$ cat src/rtl/csr_pkg.sv
// Shared CSR-unit definitions: CSR addresses, trap sequencer states,
// interrupt codes and mstatus/mip bit positions.
package csr_pkg;

  localparam logic [11:0] MSTATUS = 12'h300;
  localparam logic [11:0] MEPC    = 12'h341;
  localparam logic [11:0] MCAUSE  = 12'h342;
  localparam logic [11:0] MTVAL   = 12'h343;

  typedef enum logic [2:0] {
    TRAP_IDLE     = 3'd0,
    TRAP_FLUSH    = 3'd1,
    TRAP_W_EPC    = 3'd2,
    TRAP_W_CAUSE  = 3'd3,
    TRAP_W_TVAL   = 3'd4,
    TRAP_W_STATUS = 3'd5,
    TRAP_REDIRECT = 3'd6
  } trap_state_e;

  // Machine interrupt cause codes; each equals its bit position in mip/mie.
  localparam logic [3:0] IRQ_MSI = 4'd3;
  localparam logic [3:0] IRQ_MTI = 4'd7;
  localparam logic [3:0] IRQ_MEI = 4'd11;

  localparam int unsigned MIP_MSI = 3;
  localparam int unsigned MIP_MTI = 7;
  localparam int unsigned MIP_MEI = 11;

  localparam int unsigned MSTATUS_MIE    = 3;
  localparam int unsigned MSTATUS_MPIE   = 7;
  localparam int unsigned MSTATUS_MPP_LO = 11;
  localparam int unsigned MSTATUS_MPP_HI = 12;

endpackage

$ cat src/rtl/trap_ctrl_irq_prio.sv
// Fixed-priority encoder over enabled pending interrupts: ext > sw > timer.
module trap_irq_prio
  import csr_pkg::*;
#(
  parameter int unsigned XLEN = 32
) (
  input  logic [XLEN-1:0] pend,
  output logic            valid_c,
  output logic [3:0]      code_c
);

  // Only the three machine interrupt bits can be set, so the OR reduction is exact.
  always_comb begin
    valid_c = |pend;
    code_c  = 4'd0;
    if (pend[MIP_MEI]) begin
      code_c = IRQ_MEI;
    end else if (pend[MIP_MSI]) begin
      code_c = IRQ_MSI;
    end else if (pend[MIP_MTI]) begin
      code_c = IRQ_MTI;
    end
  end

endmodule

$ cat src/rtl/trap_ctrl.sv
// Machine-mode trap entry: arbitrates exceptions/interrupts, flushes, writes
// mepc/mcause/mtval/mstatus through the CSR write port, then redirects fetch.
module trap_ctrl
  import csr_pkg::*;
#(
  parameter int unsigned XLEN = 32
) (
  input  logic            clk,
  input  logic            rst,
  input  logic            exc_v,
  input  logic [3:0]      exc_cause,
  input  logic [XLEN-1:0] exc_pc,
  input  logic [XLEN-1:0] exc_tval,
  input  logic [XLEN-1:0] int_pc,
  input  logic            irq_ext,
  input  logic            irq_timer,
  input  logic            irq_sw,
  input  logic [XLEN-1:0] mstatus,
  input  logic [XLEN-1:0] mie,
  input  logic [XLEN-1:0] mtvec,
  output logic [XLEN-1:0] mip,
  output logic            csr_we,
  output logic [11:0]     csr_wadr,
  output logic [XLEN-1:0] csr_wdata,
  input  logic            csr_wack,
  output logic            flush,
  output logic            target_v,
  output logic [XLEN-1:0] target,
  output logic            busy
);

  localparam logic [2:0] S_IDLE     = 3'(TRAP_IDLE);
  localparam logic [2:0] S_FLUSH    = 3'(TRAP_FLUSH);
  localparam logic [2:0] S_W_EPC    = 3'(TRAP_W_EPC);
  localparam logic [2:0] S_W_CAUSE  = 3'(TRAP_W_CAUSE);
  localparam logic [2:0] S_W_TVAL   = 3'(TRAP_W_TVAL);
  localparam logic [2:0] S_W_STATUS = 3'(TRAP_W_STATUS);
  localparam logic [2:0] S_REDIRECT = 3'(TRAP_REDIRECT);

  logic [2:0]      state_q, state_d;
  logic            is_int_q, is_int_d;
  logic [3:0]      code_q, code_d;
  logic [XLEN-1:0] epc_q, epc_d;
  logic [XLEN-1:0] tval_q, tval_d;
  logic [XLEN-1:0] status_q, status_d;

  logic [XLEN-1:0] mip_d;
  logic [XLEN-1:0] pend_c;
  logic            irq_v_c;
  logic [3:0]      irq_code_c;
  logic            take_int_c;
  logic [XLEN-1:0] status_trap_c;
  logic            vectored_c;

  logic            csr_we_d;
  logic [11:0]     csr_wadr_d;
  logic [XLEN-1:0] csr_wdata_d;
  logic [XLEN-1:0] target_d;

  always_comb begin
    mip_d          = '0;
    mip_d[MIP_MEI] = irq_ext;
    mip_d[MIP_MTI] = irq_timer;
    mip_d[MIP_MSI] = irq_sw;
  end

  assign pend_c = mip & mie;

  trap_irq_prio #(.XLEN(XLEN)) u_prio (
    .pend    (pend_c),
    .valid_c (irq_v_c),
    .code_c  (irq_code_c)
  );

  assign take_int_c = mstatus[MSTATUS_MIE] & irq_v_c;

  // mstatus image written on trap entry: stack MIE into MPIE, disable, MPP=M.
  always_comb begin
    status_trap_c                                = mstatus;
    status_trap_c[MSTATUS_MPIE]                  = mstatus[MSTATUS_MIE];
    status_trap_c[MSTATUS_MIE]                   = 1'b0;
    status_trap_c[MSTATUS_MPP_HI:MSTATUS_MPP_LO] = 2'b11;
  end

  // Next state and trap latches.
  always_comb begin
    state_d  = state_q;
    is_int_d = is_int_q;
    code_d   = code_q;
    epc_d    = epc_q;
    tval_d   = tval_q;
    status_d = status_q;
    case (state_q)
      S_IDLE: begin
        if (exc_v) begin
          state_d  = S_FLUSH;
          is_int_d = 1'b0;
          code_d   = exc_cause;
          epc_d    = exc_pc;
          tval_d   = exc_tval;
          status_d = status_trap_c;
        end else if (take_int_c) begin
          state_d  = S_FLUSH;
          is_int_d = 1'b1;
          code_d   = irq_code_c;
          epc_d    = int_pc;
          tval_d   = '0;
          status_d = status_trap_c;
        end
      end
      S_FLUSH:    state_d = S_W_EPC;
      S_W_EPC:    if (csr_wack) state_d = S_W_CAUSE;
      S_W_CAUSE:  if (csr_wack) state_d = S_W_TVAL;
      S_W_TVAL:   if (csr_wack) state_d = S_W_STATUS;
      S_W_STATUS: if (csr_wack) state_d = S_REDIRECT;
      S_REDIRECT: state_d = S_IDLE;
      default:    state_d = S_IDLE;
    endcase
  end

  assign vectored_c = is_int_q & (mtvec[1:0] == 2'b01);

  // Output images for the upcoming state; registered below so every output is a flop.
  always_comb begin
    csr_we_d    = 1'b0;
    csr_wadr_d  = '0;
    csr_wdata_d = '0;
    target_d    = target;
    case (state_d)
      S_W_EPC: begin
        csr_we_d    = 1'b1;
        csr_wadr_d  = MEPC;
        csr_wdata_d = epc_d;
      end
      S_W_CAUSE: begin
        csr_we_d    = 1'b1;
        csr_wadr_d  = MCAUSE;
        csr_wdata_d = {is_int_d, {(XLEN-5){1'b0}}, code_d};
      end
      S_W_TVAL: begin
        csr_we_d    = 1'b1;
        csr_wadr_d  = MTVAL;
        csr_wdata_d = tval_d;
      end
      S_W_STATUS: begin
        csr_we_d    = 1'b1;
        csr_wadr_d  = MSTATUS;
        csr_wdata_d = status_d;
      end
      S_REDIRECT: begin
        target_d = {mtvec[XLEN-1:2], 2'b00}
                 + (vectored_c ? XLEN'({code_q, 2'b00}) : XLEN'(0));
      end
      default: ;
    endcase
  end

  always_ff @(posedge clk) begin
    if (rst) begin
      state_q   <= S_IDLE;
      is_int_q  <= 1'b0;
      code_q    <= '0;
      epc_q     <= '0;
      tval_q    <= '0;
      status_q  <= '0;
      mip       <= '0;
      csr_we    <= 1'b0;
      csr_wadr  <= '0;
      csr_wdata <= '0;
      flush     <= 1'b0;
      target_v  <= 1'b0;
      target    <= '0;
      busy      <= 1'b0;
    end else begin
      state_q   <= state_d;
      is_int_q  <= is_int_d;
      code_q    <= code_d;
      epc_q     <= epc_d;
      tval_q    <= tval_d;
      status_q  <= status_d;
      mip       <= mip_d;
      csr_we    <= csr_we_d;
      csr_wadr  <= csr_wadr_d;
      csr_wdata <= csr_wdata_d;
      flush     <= (state_d == S_FLUSH);
      target_v  <= (state_d == S_REDIRECT);
      target    <= target_d;
      busy      <= (state_d != S_IDLE);
    end
  end

endmodule

$ cat config.mk
export PLATFORM = sky130hd
export DESIGN_NAME = trap_ctrl
export DESIGN_NICKNAME = d
export VERILOG_FILES = /design/src/rtl/csr_pkg.sv /design/src/rtl/trap_ctrl_irq_prio.sv /design/src/rtl/trap_ctrl.sv
export SDC_FILE = /design/constraint.sdc
export NUM_CORES = 1
export LEC_CHECK = 0
export BUFFER_PORTS_ARGS = -buffer_cell sky130_fd_sc_hd__buf_2
export CELL_PAD_IN_SITES_DETAIL_PLACEMENT = 1
export CELL_PAD_IN_SITES_GLOBAL_PLACEMENT = 1
export CORE_UTILIZATION = 31
export CTS_CLUSTER_DIAMETER = 60
export DETAILED_ROUTE_END_ITERATION = 16
export HOLD_SLACK_MARGIN = 0.02
export PLACE_DENSITY_LB_ADDON = 0.2
export SYNTH_ARGS = -nofsm -noshare
export SYNTH_HDL_FRONTEND = slang
export SYNTH_SLANG_ARGS = --single-unit
$ cat constraint.sdc
create_clock -name clk -period 2.43 [get_ports clk]
set_clock_uncertainty 0.05 [all_clocks]
set_input_delay 0.3645 -clock clk [delete_from_list [all_inputs] [get_ports clk]]
set_output_delay 0.3645 -clock clk [all_outputs]
set_load 0.03 [all_outputs]
==> results.md, run 1 <==
- Status: completed
- Htree depth: 4
- Final hold viol count: 0
- Num CTS Buffers: 17
- M1 WL: 11700 um
- CTS root buffer: clkbuf_16
- TritonCTS Sinks: 176
- CP Class: flop to flop
- Io pins: 315
- Seq/Total Area, Yosys: 0.459
- Routed via count: 7277
- Top Metal Used: met5
- Int Power: 5090 uW
- Top cells by count, synth: dfxtp_1, nor2_1, nand2_1
- Worst VDD drop: 0.361 mV
- EDFF count, synth: 0
- Sw Share: 0.322
- Clock-pin transition on the worst setup and hold timing paths: 0.08 ns
- Antenna violations before repair: 6
- Layout area overhead: 29.4%
- Hold WC Path Type: input port to flop
- CP startpoint kind: flop
- First-pass GRT wire length: 40300 um
- Yosys Warn Count: 0
- Gr ovfl total: 0
- Synth area leaders: dfxtp_1, nor2_1, a21oi_1
- CP Max Fanout: 10
- Worst reg-to-reg setup slack: 0.09 ns
- Mean Syn Cell Area: 8.63 sq um
- Sw Pwr: 2420 uW
- Slowest CP cell: fa_2
- Core Footprint: 24300 sq um
- Final WL: 25400 um
- Die Y: 159 um
- Final GP Congestion: 0.777
- FFs w/ async S/R, synth: 0
- Most frequent cell after synthesis: dfxtp_1
- Worst-skew pair later-pin latency: 0.43 ns
- DP Cell Count: 1424
- CP Buf/Inv Count: 1
- Synth Register Bits: 176
- Pre-Repair DR Iteration Count: 6
- Tmin final: 2.34 ns
- Critical path's largest stage delay: 0.39 ns
- Worst Setup End Kind: flop
- Final cell count without fillers: 1463
- Actual slew at the worst max-slew pin: 0.883 ns
- Synth top area share: 0.459
- Post-DP HPWL: 17700 um
- Wire length per cell: 17.3 um
- Vias in the first global route: 7303
- Fraction of layout instances using a drive strength above 1: 0.299
- Power Total: 7510 uW
- Post-Synthesis Cell Area: 7680 sq um
- CP cell instances: nand2_1 -> nor2_2 -> and2_1 -> ha_4 -> fa_2 -> a211oi_4 -> nor3_4 -> buf_12 -> nand4_1 -> xor2_1 -> a211oi_1
- Antenna Nets Post-Route: 0
- Die Wd: 159 um
- Cell Rows: 57
- Mapped Cells: 890
- Max clock buf depth: 2
- RSZ-0062 raised after global routing: true
- Slew Viols, Final: 0
- Final setup vio count: 0
- Initial drt markers: 309
- Vias/cell: 4.97
- Period utilization: 0.964
- DRC: 0
- Top delay family on crit path: compound AO/OA/AOI/OAI gates
- PwrDens: 756 nW/um^2
- Clock power frac: 0.369
- Post-synth cell types: 61
- Main flop type after synthesis: dfxtp_1
- Cell taking the most area after synthesis: dfxtp_1
- Seq pwr share: 0.428
- Comb power frac: 0.204
- Met3 routed WL: 1610 um
- Worst Path Arrival: 2.64 ns
- Initial Utilization: 0.316
- Max-Cap Viols: 0
- Met2 routed WL: 11700 um
- Hold buffers post-CTS: 0
- Port Buf Inserts: 244
- Global Route Usage Sum: 0.201
- Fin nets: 1329
- Largest net degree at the start of global routing: 78
- Max-slew headroom: 0.411
- P_leak: 0.00421 uW
- CTS tree: done
- Fmax: 427 MHz
- Final hold slack: 0.0818 ns
- Die Area: 25400 sq um
- Critical path required time: 2.72 ns
[registers in the layout, summed over array words and instances (netlist names)]
name,cells
code_q,4
is_int_q,1
target_v,1
state_q,3
epc_q,32
flush,1
csr_wadr,4
busy,1
csr_wdata,32
status_q,32
mip,3
target,30
tval_q,32
[stage by stage]
step | TNS, ns | util | instance area (sq um) | worst slack [ns]
after floorplan | 0 | - | 7820 | 0.0457
after global routing | -0.173 | 0.408 | 9930 | -0.0304
after CTS | 0 | 0.404 | 9830 | 0.0414
after global placement | -2.40 | 0.379 | 9220 | -0.241
final | 0 | 0.408 | 9930 | 0.0865
after detailed placement | -3.31 | 0.379 | 9220 | -0.329
[layout make-up]
cell class              instances  area, sq um
flip-flops and latches        176         3520
diodes                          5         12.5
clock inverters                14          159
clock buffers                  18          439
multi-input cells             634         3760
inverters                       7         26.3
fillers                      2907        14400
well taps                     324          405
repair buffers                285         1600
[cells in the final DEF, fill, tap and decap left out, types with 4 or more instances in the layout]
| cell type | Yosys | routed |
|---|---|---|
| o21ai_0 | 6 | 6 |
| a22o_1 | 25 | 25 |
| xnor2_1 | 15 | 15 |
| or3_1 | 5 | 5 |
| inv_8 | 0 | 6 |
| nand4_1 | 7 | 7 |
| conb_1 | 1 | 38 |
| buf_4 | 41 | 35 |
| clkbuf_16 | 0 | 17 |
| nor2b_1 | 5 | 5 |
| nor2_1 | 112 | 110 |
| nor3_1 | 16 | 16 |
| o22a_1 | 28 | 28 |
| nand2_1 | 89 | 89 |
| dfxtp_1 | 176 | 176 |
| a31oi_1 | 6 | 6 |
| a22oi_1 | 29 | 29 |
| and2_1 | 7 | 6 |
| and4_1 | 6 | 6 |
| diode_2 | 0 | 5 |
| o22ai_1 | 28 | 28 |
| xor2_1 | 12 | 12 |
| nand3_1 | 10 | 10 |
| a21o_1 | 5 | 5 |
| o31ai_1 | 4 | 4 |
| inv_1 | 7 | 7 |
| buf_12 | 0 | 6 |
| a211oi_1 | 27 | 25 |
| o21ai_1 | 26 | 26 |
| mux2i_1 | 5 | 5 |
| nor4_1 | 9 | 9 |
| buf_2 | 18 | 244 |
| a21oi_1 | 71 | 71 |
[cells by family (layout without fill, tap and decap cells)]
group	Yosys count	in the layout	share of synthesized area
buf+inv	117	324	0.0833
other cells	1	43	0.000488
flops	176	176	0.459
mux	5	5	0.00652
xor+xnor	27	27	0.0308
compound gates	274	274	0.242
fa+ha+maj	5	5	0.00913
simple gates	285	285	0.169
[final timing paths]
kind / cells past startpoint / start / to
setup / recovery: 11 / is_int_q / target[18]
hold / removal: 2 / irq_timer / mip[7]
setup reg to reg: 11 / is_int_q / target[18]
hold reg to reg: 2 / target[5] / target[5]
[power by group through the flow]
stage	Clock, uW	Sequential [uW]	Combinational (uW)
after global routing	2980	3240	1700
after CTS	2840	3210	1550
after detailed placement	0	3280	1540
after floorplan	0	3320	969
after global placement	0	3270	1520
final	2770	3210	1530
[repair_timing]
action | in CTS | in global routing
cloned | 0 | 1
setup endpoints to repair | 10 | 24
pin swaps | 1 | 12
endpoints found under the hold margin | 0 | 0
gates resized for setup | 3 | 12
setup buffers | 0 | 1
[per-layer routing]
layer | vias up | global-route usage
met1 | 3466 | 0.266
met2 | 201 | 0.319
met3 | 28 | 0.0576
met4 | 4 | 0.0568
met5 | - | 0
li1 | 3578 | -
Note: power is estimated with default switching activity, not from simulation.
==> run 2: changes to the inputs <==
==> constraint.sdc (replaced) <==
create_clock -name clk -period 2.43 [get_ports clk]
set_clock_uncertainty 0.05 [all_clocks]
set_input_delay 0.1215 -clock clk [delete_from_list [all_inputs] [get_ports clk]]
set_output_delay 0.1215 -clock clk [all_outputs]
set_load 0.01 [all_outputs]
==> results.md, run 2 (synthesized netlist as in run 1, its figures left out) <==
- DRC: 0
- Final GP Congestion: 0.786
- Commonest non-fill, non-tap cell in the layout: buf_2
- Crit path to: epc_q[3]
- Met3 routed WL: 1420 um
- Post-route setup slack: 0.0441 ns
- Met2 routed WL: 13000 um
- CP Launch Point: state_q[1]
- Worst Path Arrival: 2.64 ns
- CTS tree: done
- Max clock buf depth: 2
- Vias in the first global route: 7989
- HP Start: mie[11]
- TritonCTS Sinks: 176
- Worst VDD drop: 0.370 mV
- Initial drt markers: 317
- CP Class: flop to flop
- Final WL: 27200 um
- Largest net degree at the start of global routing: 142
- Hold WC Path Type: input port to flop
- Num CTS Buffers: 17
- Tmin final: 2.39 ns
- Clock-pin transition on the worst setup and hold timing paths: 0.07 ns
- Pre-Repair DR Iteration Count: 4
- Antenna Nets Post-Route: 0
- R2R depth: 5
- Gr ovfl total: 0
- Worst Setup Slack post-DPL: -0.155 ns
- Layout area overhead: 44.7%
- Final setup vio count: 0
- Io pins: 315
- Routed via count: 7684
- Cell Rows: 57
- Final cell count without fillers: 1574
- Top Metal Used: met4
- CTS root buffer: clkbuf_16
- Final hold viol count: 0
- Slew Viols, Final: 0
- Reg2reg start: state_q[1]
- Global Route Usage Sum: 0.212
- Wire length per cell: 17.3 um
- Worst reg2reg endpoint: epc_q[3]
- Initial Utilization: 0.316
- Htree depth: 4
- Actual slew at the worst max-slew pin: 0.762 ns
- Status: completed
- Die Y: 159 um
- Worst Setup End Kind: flop
- Post-DP HPWL: 17300 um
- M1 WL: 12500 um
- Fraction of layout instances using a drive strength above 1: 0.264
- Die Area: 25400 sq um
- CP startpoint kind: flop
- Commonest non-fill, non-tap cells in the layout: buf_2, dfxtp_1, dlygate4sd3_1, nor2_1, nand2_1
- PwrDens: 683 nW/um^2
- Worst-skew pair later-pin latency: 0.43 ns
- Worst reg-to-reg setup slack: 0.04 ns
- Max-slew headroom: 0.492
- Die Wd: 159 um
- CP Max Fanout: 26
- DP Cell Count: 1414
- Critical path required time: 2.69 ns
- Fin nets: 1443
- Port Buf Inserts: 244
- First-pass GRT wire length: 42700 um
- Antenna violations before repair: 2
- Max-Cap Viols: 0
- Core Footprint: 24300 sq um
- Vias/cell: 4.88
- Fmax: 419 MHz
- P_leak: 0.00470 uW
- Period utilization: 0.982
-- run 2: changes by cell type in the layout (fill, tap and decap cells not counted), moves of 2 or more --
cell	before	now
a211oi_1	25	23
diode_2	5	2
dlygate4sd3_1	0	123
a211oi_2	1	4
ha_1	1	3
ha_4	3	1
buf_12	6	9
buf_4	35	22
-- run 2: per-stage QoR --
stage | instance area, sq um | utilization | TNS, ns | power, uW | hold slack [ns]
after floorplan | 7820 | - | 0 | 4180 | 0.200
after global placement | 9180 | 0.377 | -0.408 | 4670 | 0.283
after detailed placement | 9180 | 0.377 | -1.03 | 4700 | 0.286
after CTS | 11000 | 0.453 | 0 | 7660 | 0.0200
after global routing | 11100 | 0.457 | -0.0546 | 7970 | 0.0234
final | 11100 | 0.457 | 0 | 7590 | 0.0193
-- run 2: power by group --
group | internal [uW] | switching, uW
clock | 1420 | 1360
combinational | 697 | 901
sequential | 3110 | 103
total | 5220 | 2360
-- run 2: worst min-delay path by stage --
stage	to	slack [ns]	depth (start not counted)
after floorplan	mip[11]	0.20	1
after global placement	mip[7]	0.28	2
after global routing	code_q[3]	0.02	3
after detailed placement	mip[7]	0.29	2
final	code_q[3]	0.02	3
after CTS	target[2]	0.02	4
-- run 2: final cells by class --
class                   instances  area (sq um)
clock buffers                  18           439
inverters                       7          26.3
diodes                          2          5.00
repair buffers                399          2810
flip-flops and latches        176          3520
well taps                     324           405
multi-input cells             634          3740
clock inverters                14           164
fillers                      2897         13200
-- run 2: timing repair --
item,in CTS,in global routing
setup buffers,0,2
pin swaps,0,3
setup endpoints to repair,10,34
hold buffers,123,0
hold endpoints to repair,110,0
resized for setup,2,13
cloned,0,1
-- run 2: worst max-delay path: stages (launching register included) --
cell	delay, ns
dfxtp_1	0.41
or4b_2	0.70
buf_6	0.22
o22ai_1	0.21
nor3_1	0.08
dlygate4sd3_1	0.60
-- run 2: routing by layer --
layer | vias to the layer above | track usage
li1 | 3797 | -
met1 | 3665 | 0.271
met2 | 203 | 0.359
met3 | 19 | 0.0531
met4 | 0 | 0.0490
met5 | - | 0
==> run 3: changes to the inputs <==
CELL_PAD_IN_SITES_DETAIL_PLACEMENT = 2   (was 1)
CELL_PAD_IN_SITES_GLOBAL_PLACEMENT = 2   (was 1)
CORE_UTILIZATION = 24   (was 31)
CTS_CLUSTER_DIAMETER = 80   (was 60)
==> results.md, run 3 (synthesized netlist as in run 1, its figures left out) <==
- CP Max Fanout: 10
- Commonest non-fill, non-tap cell in the layout: buf_2
- P_leak: 0.00475 uW
- Fin nets: 1454
- Vias/cell: 4.80
- Worst VDD drop: 0.481 mV
- Die Area: 32700 sq um
- Worst reg-to-reg setup slack: 0.10 ns
- Area of the multi-input gates: 3800 sq um
- Slowest CP cell: fa_2
- TritonCTS Sinks: 176
- Hold WC Path Type: input port to flop
- Worst reg2reg endpoint: target[24]
- Actual slew at the worst max-slew pin: 0.775 ns
- Worst Setup End Kind: flop
- Core Footprint: 31600 sq um
- Reg2reg start: is_int_q
- Io pins: 315
- Commonest non-fill, non-tap cells in the layout: buf_2, dfxtp_1, dlygate4sd3_1, nor2_1, nand2_1
- Global Route Usage Sum: 0.193
- CP Launch Point: is_int_q
- Htree depth: 4
- Wire length per cell: 18.9 um
- Max-Cap Viols: 0
- Fraction of layout instances using a drive strength above 1: 0.269
- Register area: 3520 sq um
- Antenna Nets Post-Route: 0
- PwrDens: 684 nW/um^2
- Final hold slack: 0.0313 ns
- Worst Path Arrival: 2.57 ns
- Critical path's largest stage delay: 0.39 ns
- Num CTS Buffers: 17
- Final WL: 31500 um
- Tmin final: 2.33 ns
- Crit path depth: 11
- R2R depth: 11
- Fmax: 430 MHz
- Period utilization: 0.958
- Initial Utilization: 0.243
- Port Buf Inserts: 244
- Cell Rows: 65
- CTS root buffer: clkbuf_16
- Gr ovfl total: 0
- First-pass GRT wire length: 48900 um
- Final GP Congestion: 0.754
- Slew Viols, Final: 0
- CP cell instances: nand2_2 -> nor2_4 -> and2_4 -> ha_4 -> fa_2 -> a211oi_4 -> nor3_4 -> buf_12 -> nand4_1 -> xor2_1 -> a211oi_1
- DRC: 0
- Clock-pin transition on the worst setup and hold timing paths: 0.07 ns
- Largest net degree at the start of global routing: 142
- Final setup vio count: 0
- Routed via count: 7989
- Max-slew headroom: 0.479
- CP Class: flop to flop
- Status: completed
- CTS tree: done
- Top delay family on crit path: adder cells
- Die Y: 181 um
- Vias in the first global route: 8611
- Critical path required time: 2.67 ns
- Crit path to: target[24]
- Pre-Repair DR Iteration Count: 4
- Max clock buf depth: 2
- Fillcell total: 3582
- CP Buf/Inv Count: 1
- CP startpoint kind: flop
- Post-DP HPWL: 20300 um
- Initial drt markers: 269
- Final hold viol count: 0
- Worst-skew pair later-pin latency: 0.44 ns
- Power Total: 7790 uW
- Die Wd: 181 um
- Layout area overhead: 48.4%
- Antenna violations before repair: 6
==> run 3: cell count changes in the layout (fill, tap and decap cells not counted), moves of 2 or more <==
cell,change
buf_12,+2
bufinv_16,+3
clkbuf_1,+2
clkinv_2,+4
clkinv_4,-2
clkinv_8,-4
diode_2,+2
dlygate4sd3_1,+9
ha_1,-2
ha_2,+2
inv_6,+2
inv_8,-5
==> run 3: worst min path at each step <==
stage,from,end,slack (ns),cells past startpoint
floorplan,irq_ext,mip[11],0.20,1
global placement,irq_ext,mip[11],0.29,2
detailed placement,irq_ext,mip[11],0.30,2
CTS,exc_pc[27],epc_q[27],0.02,4
global route,exc_pc[27],epc_q[27],0.04,4
finish,mtvec[26],target[26],0.03,3
==> run 3: repair_timing <==
| item | 4_1_cts | 5_1_grt |
|---|---|---|
| resized for setup | 3 | 25 |
| setup endpoints to repair | 13 | 25 |
| setup buffers | 0 | 2 |
| hold buffers | 132 | 0 |
| cloned | 0 | 1 |
| endpoints found under the hold margin | 115 | 0 |
| pin swaps | 1 | 11 |
==> run 3: cell type report <==
cell class / count / area share
Sequential cell: 176 / 0.309
Tap cell: 402 / 0.0441
Multi-Input combinational cell: 634 / 0.333
Timing Repair Buffer: 410 / 0.258
Antenna cell: 4 / 0.000878
Clock buffer: 19 / 0.0380
Inverter: 7 / 0.00231
Clock inverter: 13 / 0.0141
==> run 3: through the flow <==
stage,TNS [ns],std cells,utilization,setup WS (ns),area [sq um]
after floorplan,0,927,-,0.0706,7820
final,0,1665,0.361,0.103,11400
after detailed placement,-2.17,1494,0.295,-0.284,9320
after global routing,-0.00777,1662,0.361,-0.00537,11400
after global placement,-0.969,1494,0.295,-0.141,9320
after CTS,0,1658,0.357,0.0362,11300
==> run 3: worst register-to-register path, stage by stage (launching register included) <==
cell and delay [ns]:
dfxtp_2 0.33, nand2_2 0.08, nor2_4 0.04, and2_4 0.16
ha_4 0.16, fa_2 0.39, a211oi_4 0.34, nor3_4 0.09
buf_12 0.16, nand4_1 0.10, xor2_1 0.17, a211oi_1 0.09
==> run 3: where the power goes <==
part	leakage [uW]	internal, uW	switching [uW]
sequential	0.00144	3110	99.3
clock	0.000288	1620	1260
combinational	0.00302	731	964
total	0.00475	5470	2330
==> run 3: per-layer routing <==
metal,vias up,track usage,routed length [um]
met5,-,0,29
met2,195,0.328,15200
li1,3823,-,-
met4,4,0.0550,444
met3,35,0.0542,1760
met1,3932,0.235,14000
